**src/rtl/j1_pkg.sv**
```systemverilog
// rtl/j1_pkg.sv - shared opcode/function codes and parameter legality check for the J1 sequencer
package j1_pkg;

    localparam logic [2:0] OP_JMP  = 3'b000;
    localparam logic [2:0] OP_CBR  = 3'b001;
    localparam logic [2:0] OP_CALL = 3'b010;
    localparam logic [2:0] OP_ALU  = 3'b011;

    localparam logic [2:0] FUNC_T_N    = 3'd1;
    localparam logic [2:0] FUNC_T_R    = 3'd2;
    localparam logic [2:0] FUNC_MEM_WR = 3'd3;
    localparam logic [2:0] FUNC_IO_WR  = 3'd4;
    localparam logic [2:0] FUNC_IO_RD  = 3'd5;

    // Jump targets are 13 bits, return addresses come from R[PC_W:1], deltas need 2 bits
    function automatic bit widths_legal(int width, int pc_w, int dsp_w, int rsp_w);
        return (pc_w >= 13) && (width >= pc_w + 1) && (dsp_w >= 2) && (rsp_w >= 2);
    endfunction

endpackage

```
**src/rtl/j1_sp_track.sv**
```systemverilog
// rtl/j1_sp_track.sv - stack pointer register with signed 2-bit delta and sticky ovf/unf flags
module j1_sp_track #(
    parameter int PW = 4
) (
    input  logic          clk,
    input  logic          reset,
    input  logic          en,
    input  logic          flag_en,
    input  logic          flags_clr,
    input  logic [1:0]    delta,
    output logic [PW-1:0] ptr,
    output logic          ovf,
    output logic          unf
);

    logic ovf_ev;
    logic unf_ev;

    // Overflow/underflow events: the pointer is about to wrap past either end
    always_comb begin
        ovf_ev = flag_en && (&ptr) && (delta == 2'b01);
        unf_ev = flag_en && (ptr == '0) && delta[1];
    end

    // Pointer moves on every enabled cycle; a fresh event beats a simultaneous clear
    always_ff @(posedge clk) begin
        if (reset) begin
            ptr <= '0;
            ovf <= 1'b0;
            unf <= 1'b0;
        end else if (en) begin
            ptr <= ptr + PW'($signed(delta));
            ovf <= ovf_ev | (ovf & ~flags_clr);
            unf <= unf_ev | (unf & ~flags_clr);
        end
    end

endmodule

```
**src/rtl/j1_seq_ctrl.sv**
```systemverilog
// rtl/j1_seq_ctrl.sv - J1 instruction sequencer: decode, PC, stack pointers, reboot and strobes
module j1_seq_ctrl
    import j1_pkg::*;
#(
    parameter int WIDTH = 16,
    parameter int PC_W  = 13,
    parameter int DSP_W = 4,
    parameter int RSP_W = 4
) (
    input  logic             clk,
    input  logic             reset,
    input  logic             stall,
    input  logic [15:0]      insn,
    input  logic [WIDTH-1:0] T,
    input  logic [WIDTH-1:0] N,
    input  logic [WIDTH-1:0] R,
    input  logic             flags_clr,
    output logic [PC_W-1:0]  pc,
    output logic [DSP_W-1:0] dsp,
    output logic [RSP_W-1:0] rsp,
    output logic             mem_wr,
    output logic             io_wr,
    output logic             io_rd,
    output logic [WIDTH-1:0] dout,
    output logic             dstkW,
    output logic             rstkW,
    output logic [WIDTH-1:0] rstkD,
    output logic             ds_ovf,
    output logic             ds_unf,
    output logic             rs_ovf,
    output logic             rs_unf
);

    if (!widths_legal(WIDTH, PC_W, DSP_W, RSP_W)) begin : g_bad_params
        $error("j1_seq_ctrl: illegal WIDTH/PC_W/DSP_W/RSP_W combination");
    end

    logic            reboot;
    logic [PC_W-1:0] pc_q;
    logic [PC_W-1:0] pc_n;
    logic [PC_W-1:0] pc_plus1;
    logic [1:0]      ds_delta;
    logic [1:0]      rs_delta;
    logic [2:0]      op;
    logic [2:0]      func;
    logic            ret_fetch;
    logic            is_lit;
    logic            is_jmp;
    logic            is_cbr;
    logic            is_call;
    logic            is_alu;
    logic            dstk_we;
    logic            rstk_we;
    logic            gate;

    // Only R[PC_W:1] feeds the PC; the remaining bits are deliberately ignored
    logic unused_r;
    assign unused_r = ^R;

    // Decode: classify the instruction, derive stack deltas, strobes and next PC
    always_comb begin
        pc_plus1  = pc_q + PC_W'(1);
        ret_fetch = pc_q[PC_W-1];
        op        = insn[15:13];
        func      = insn[6:4];
        is_lit    = !ret_fetch && insn[15];
        is_jmp    = !ret_fetch && (op == OP_JMP);
        is_cbr    = !ret_fetch && (op == OP_CBR);
        is_call   = !ret_fetch && (op == OP_CALL);
        is_alu    = !ret_fetch && (op == OP_ALU);
        gate      = stall | reboot | reset;

        ds_delta = 2'b00;
        dstk_we  = 1'b0;
        if (ret_fetch || is_lit) begin
            ds_delta = 2'b01;
            dstk_we  = 1'b1;
        end else if (is_cbr) begin
            ds_delta = 2'b11;
        end else if (is_alu) begin
            ds_delta = insn[1:0];
            dstk_we  = (func == FUNC_T_N);
        end

        rs_delta = 2'b00;
        rstk_we  = 1'b0;
        if (ret_fetch) begin
            rs_delta = 2'b11;
        end else if (is_call) begin
            rs_delta = 2'b01;
            rstk_we  = 1'b1;
        end else if (is_alu) begin
            rs_delta = insn[3:2];
            rstk_we  = (func == FUNC_T_R);
        end

        mem_wr = !gate && is_alu && (func == FUNC_MEM_WR);
        io_wr  = !gate && is_alu && (func == FUNC_IO_WR);
        io_rd  = !gate && is_alu && (func == FUNC_IO_RD);
        dstkW  = !gate && dstk_we;
        rstkW  = !gate && rstk_we;
        dout   = N;
        rstkD  = insn[13] ? T : WIDTH'({pc_plus1, 1'b0});

        if (reboot) begin
            pc_n = '0;
        end else if (is_jmp || is_call || (is_cbr && (T == '0))) begin
            pc_n = PC_W'(insn[12:0]);
        end else if (ret_fetch || (is_alu && insn[7])) begin
            pc_n = R[PC_W:1];
        end else begin
            pc_n = pc_plus1;
        end
    end

    // PC and reboot register; stall freezes both
    always_ff @(posedge clk) begin
        if (reset) begin
            pc_q   <= '0;
            reboot <= 1'b1;
        end else if (!stall) begin
            pc_q   <= pc_n;
            reboot <= 1'b0;
        end
    end

    assign pc = pc_q;

    j1_sp_track #(.PW(DSP_W)) u_ds (
        .clk       (clk),
        .reset     (reset),
        .en        (!stall),
        .flag_en   (!stall && !reboot),
        .flags_clr (flags_clr),
        .delta     (ds_delta),
        .ptr       (dsp),
        .ovf       (ds_ovf),
        .unf       (ds_unf)
    );

    j1_sp_track #(.PW(RSP_W)) u_rs (
        .clk       (clk),
        .reset     (reset),
        .en        (!stall),
        .flag_en   (!stall && !reboot),
        .flags_clr (flags_clr),
        .delta     (rs_delta),
        .ptr       (rsp),
        .ovf       (rs_ovf),
        .unf       (rs_unf)
    );

endmodule
```
**config.mk**
```make
export PLATFORM = sky130hd
export DESIGN_NAME = j1_seq_ctrl
export DESIGN_NICKNAME = d
export VERILOG_FILES = /design/src/rtl/j1_pkg.sv /design/src/rtl/j1_sp_track.sv /design/src/rtl/j1_seq_ctrl.sv
export SDC_FILE = /design/constraint.sdc
export NUM_CORES = 1
export LEC_CHECK = 0
export CAP_MARGIN = 10
export CORE_MARGIN = 4
export CORE_UTILIZATION = 37
export DETAILED_ROUTE_END_ITERATION = 7
export PLACE_DENSITY = 0.88
export SETUP_SLACK_MARGIN = 0.2
export SLEW_MARGIN = 30
export SYNTH_ARGS = -nofsm -noshare
export SYNTH_HDL_FRONTEND = slang
export SYNTH_SLANG_ARGS = --single-unit
```
**constraint.sdc**
```tcl
create_clock -name clk -period 2.95 [get_ports clk]
set_input_delay 0.59 -clock clk [delete_from_list [all_inputs] [get_ports clk]]
set_output_delay 0.59 -clock clk [all_outputs]
set_load 0.01 [all_outputs]
```
==> reports/metrics.cfg <==
[sta]
fin_crit_sh = 0.922
fmax_mhz = 367
min_period_ns = 2.72
drv_slew = 0
relSlewSlack = 0.641
skew_ns = 0.00132
rsz0062_at_grt = yes
setup_viol = 0
finalHoldViolCount = 0
worstMarginPinSlew_ns = 0.538

[clocking]
clk_path_buf_depth = 2
clock_latency_ns = 0.27
tritoncts = yes
clk_pin_slew_ns = 0.09
htreeDepth = 1
cts_root_buf = clkbuf_8
cts_buffers = 3
clock-sinks = 26
cts_hold_buffers = 0

[global_route]
overflow = 0
antenna_found_initial = 0
grt_pass1_wl_mm = 10.1
grt_max_degree = 23
grt_pass1_vias = 2167
grt_use_total = 0.188

[pwr]
leakagePower_nw = 1.32
ir_drop_mv = 0.203
p_per_area_nw_per_um2 = 284

[yosys]
synth-async-reset-ratio = 0
synth_ff_type = dfxtp_1
synth_seq_cells = 26
syn_avg_cell_area_um2 = 8.12
syn_nets = 323
syn-instance-count = 248
synth_cell_types = 40
yosysWarnings = 0
syn-cell-area_um2 = 2010
synth_edf_count = 0
ys_seq_area_frac = 0.259

[floorplan]
die_x_um = 81.8
fp-row-count = 26
die_y_um = 81.8
core_um2 = 5200
start_util = 0.387
dieArea_um2 = 6690
ios = 130

[drt]
routed_wl_mm = 6.49
first_iter_violations = 131
num_vias = 2200
ant_nets = 0
drc = 0
wl_per_cell_um = 16.0
routed_via_density = 5.42
firstDrtPassIters = 4

[finish]
layout-drive-gt1-share = 0.161
area_growth_pct = 54.9
antenna_cells = 0
instances_no_fill = 406
fin_nets = 412
utilization = 0.599
fillers = 475

[setup_path]
worstPathMaxFanout = 2
start_kind = primary input
cp-end-kind = output pin
cp.required_ns = 2.36
path_class = in2out
cp.arrival_ns = 2.13

[placed_design]
placed_cells = 401
gp_congestion = 0.846
hpwl_mm = 5.14
portBuffers = 94

[status]
status = completed

[hold_path]
worst_hold_path_type = reg2reg

[flow_run]
cap_violations = 0

-- metal layers --
metal / routed length, um / vias to the layer above / global-route usage
met5: 0 / - / 0
met4: 74 / 0 / 0.0498
met3: 507 / 10 / 0.0384
met2: 3220 / 74 / 0.339
met1: 2690 / 1048 / 0.225
li1: - / 1068 / -
-- cells in the final DEF (no fill, tap or decap), drive strengths merged, types with 3 or more instances in the layout --
cell	count
a21o	6
a21oi	7
a32oi	11
and2	3
buf	23
clkbuf	4
clkdlybuf4s50	75
dfxtp	26
dlygate4sd2	8
dlymetal6s2s	7
ha	6
inv	9
mux2	10
mux2i	14
nand2	14
nand2b	4
nand3	9
nand4	3
nor2	18
nor2b	5
nor3	9
nor4	6
o21ai	22
o31ai	4
xnor2	8
xor2	7
-- per-stage QoR --
stage               setup slack [ns]  TNS (ns)  instance area [um2]  power, mW  hold slack (ns)
detailed placement            -0.271    -0.814                 3020      0.662            0.472
global placement              -0.203    -0.632                 3020      0.654            0.460
CTS                            0.122         0                 3080      0.890            0.495
global route                   0.200         0                 3120      0.931            0.508
finish                         0.229         0                 3120      0.886            0.493
floorplan                      0.493         0                 2010      0.519            0.470
-- cells in the mapped netlist (3+ instances only) --
cell / count / area share
nor2b_1: 5 / 0.016
nor3_1: 9 / 0.022
mux2_2: 10 / 0.056
a21o_1: 6 / 0.022
nand4_1: 3 / 0.0093
buf_4: 17 / 0.063
a21oi_1: 7 / 0.017
mux2i_1: 14 / 0.070
a32oi_1: 11 / 0.048
o31ai_1: 4 / 0.015
clkbuf_1: 8 / 0.015
xnor2_1: 8 / 0.035
nand2_1: 14 / 0.026
and2_1: 3 / 0.0093
xor2_1: 7 / 0.030
inv_1: 9 / 0.017
nor4_1: 6 / 0.019
o21ai_0: 22 / 0.055
buf_2: 3 / 0.0075
ha_1: 6 / 0.037
nor2_1: 18 / 0.034
nand3_1: 9 / 0.022
dfxtp_1: 26 / 0.26
nand2b_1: 4 / 0.012
-- what timing repair did --
action / CTS / global route
gates resized for setup: 27 / 18
setup buffers: 1 / 0
pin swaps: 1 / 2
setup endpoints to repair: 14 / 12
-- final timing paths --
check	start	end	slack (ns)	cells past startpoint
max	reset	io_rd	0.23	7
min	u_ds.unf	u_ds.unf	0.49	1
max reg2reg	pc[12]	u_ds.ptr[2]	0.56	9
min reg2reg	u_ds.unf	u_ds.unf	0.49	1
-- registers in the layout (all words and copies together), names as in the netlist --
register / count
u_rs.ptr: 4
u_rs.ovf: 1
u_ds.ptr: 4
u_rs.unf: 1
pc: 13
u_ds.ovf: 1
reboot: 1
u_ds.unf: 1
-- critical path, cell delays in order --
cell	delay, ns
clkdlybuf4s50_1	0.42
or3_4	0.42
nor2_4	0.13
nand4_1	0.12
buf_4	0.16
nor2_1	0.13
buf_2	0.16
-- cell families after synthesis --
family	share of synthesized area
simple gates	0.203
compound gates	0.192
flops	0.259
mux	0.126
xor+xnor	0.0653
buf+inv	0.108
fa+ha+maj	0.0472
-- layout make-up --
type                       instances  area, um2  share of cell area
clock buffer                       4       55.1              0.0177
tap                               70       87.6              0.0281
sequential                        26        523               0.168
timing repair buffer             113       1080               0.348
multi-input combinational        184       1340               0.428
inverter                           9       33.8              0.0108
-- power by group --
part           internal [mW]  leakage, nW  total, mW  switching (mW)
clock network          0.119       0.0288      0.233           0.114
logic                  0.159         1.08      0.271           0.112
registers              0.364        0.212      0.382          0.0187
total                  0.642         1.32      0.886           0.244
Power figures use the tool's default switching activity.
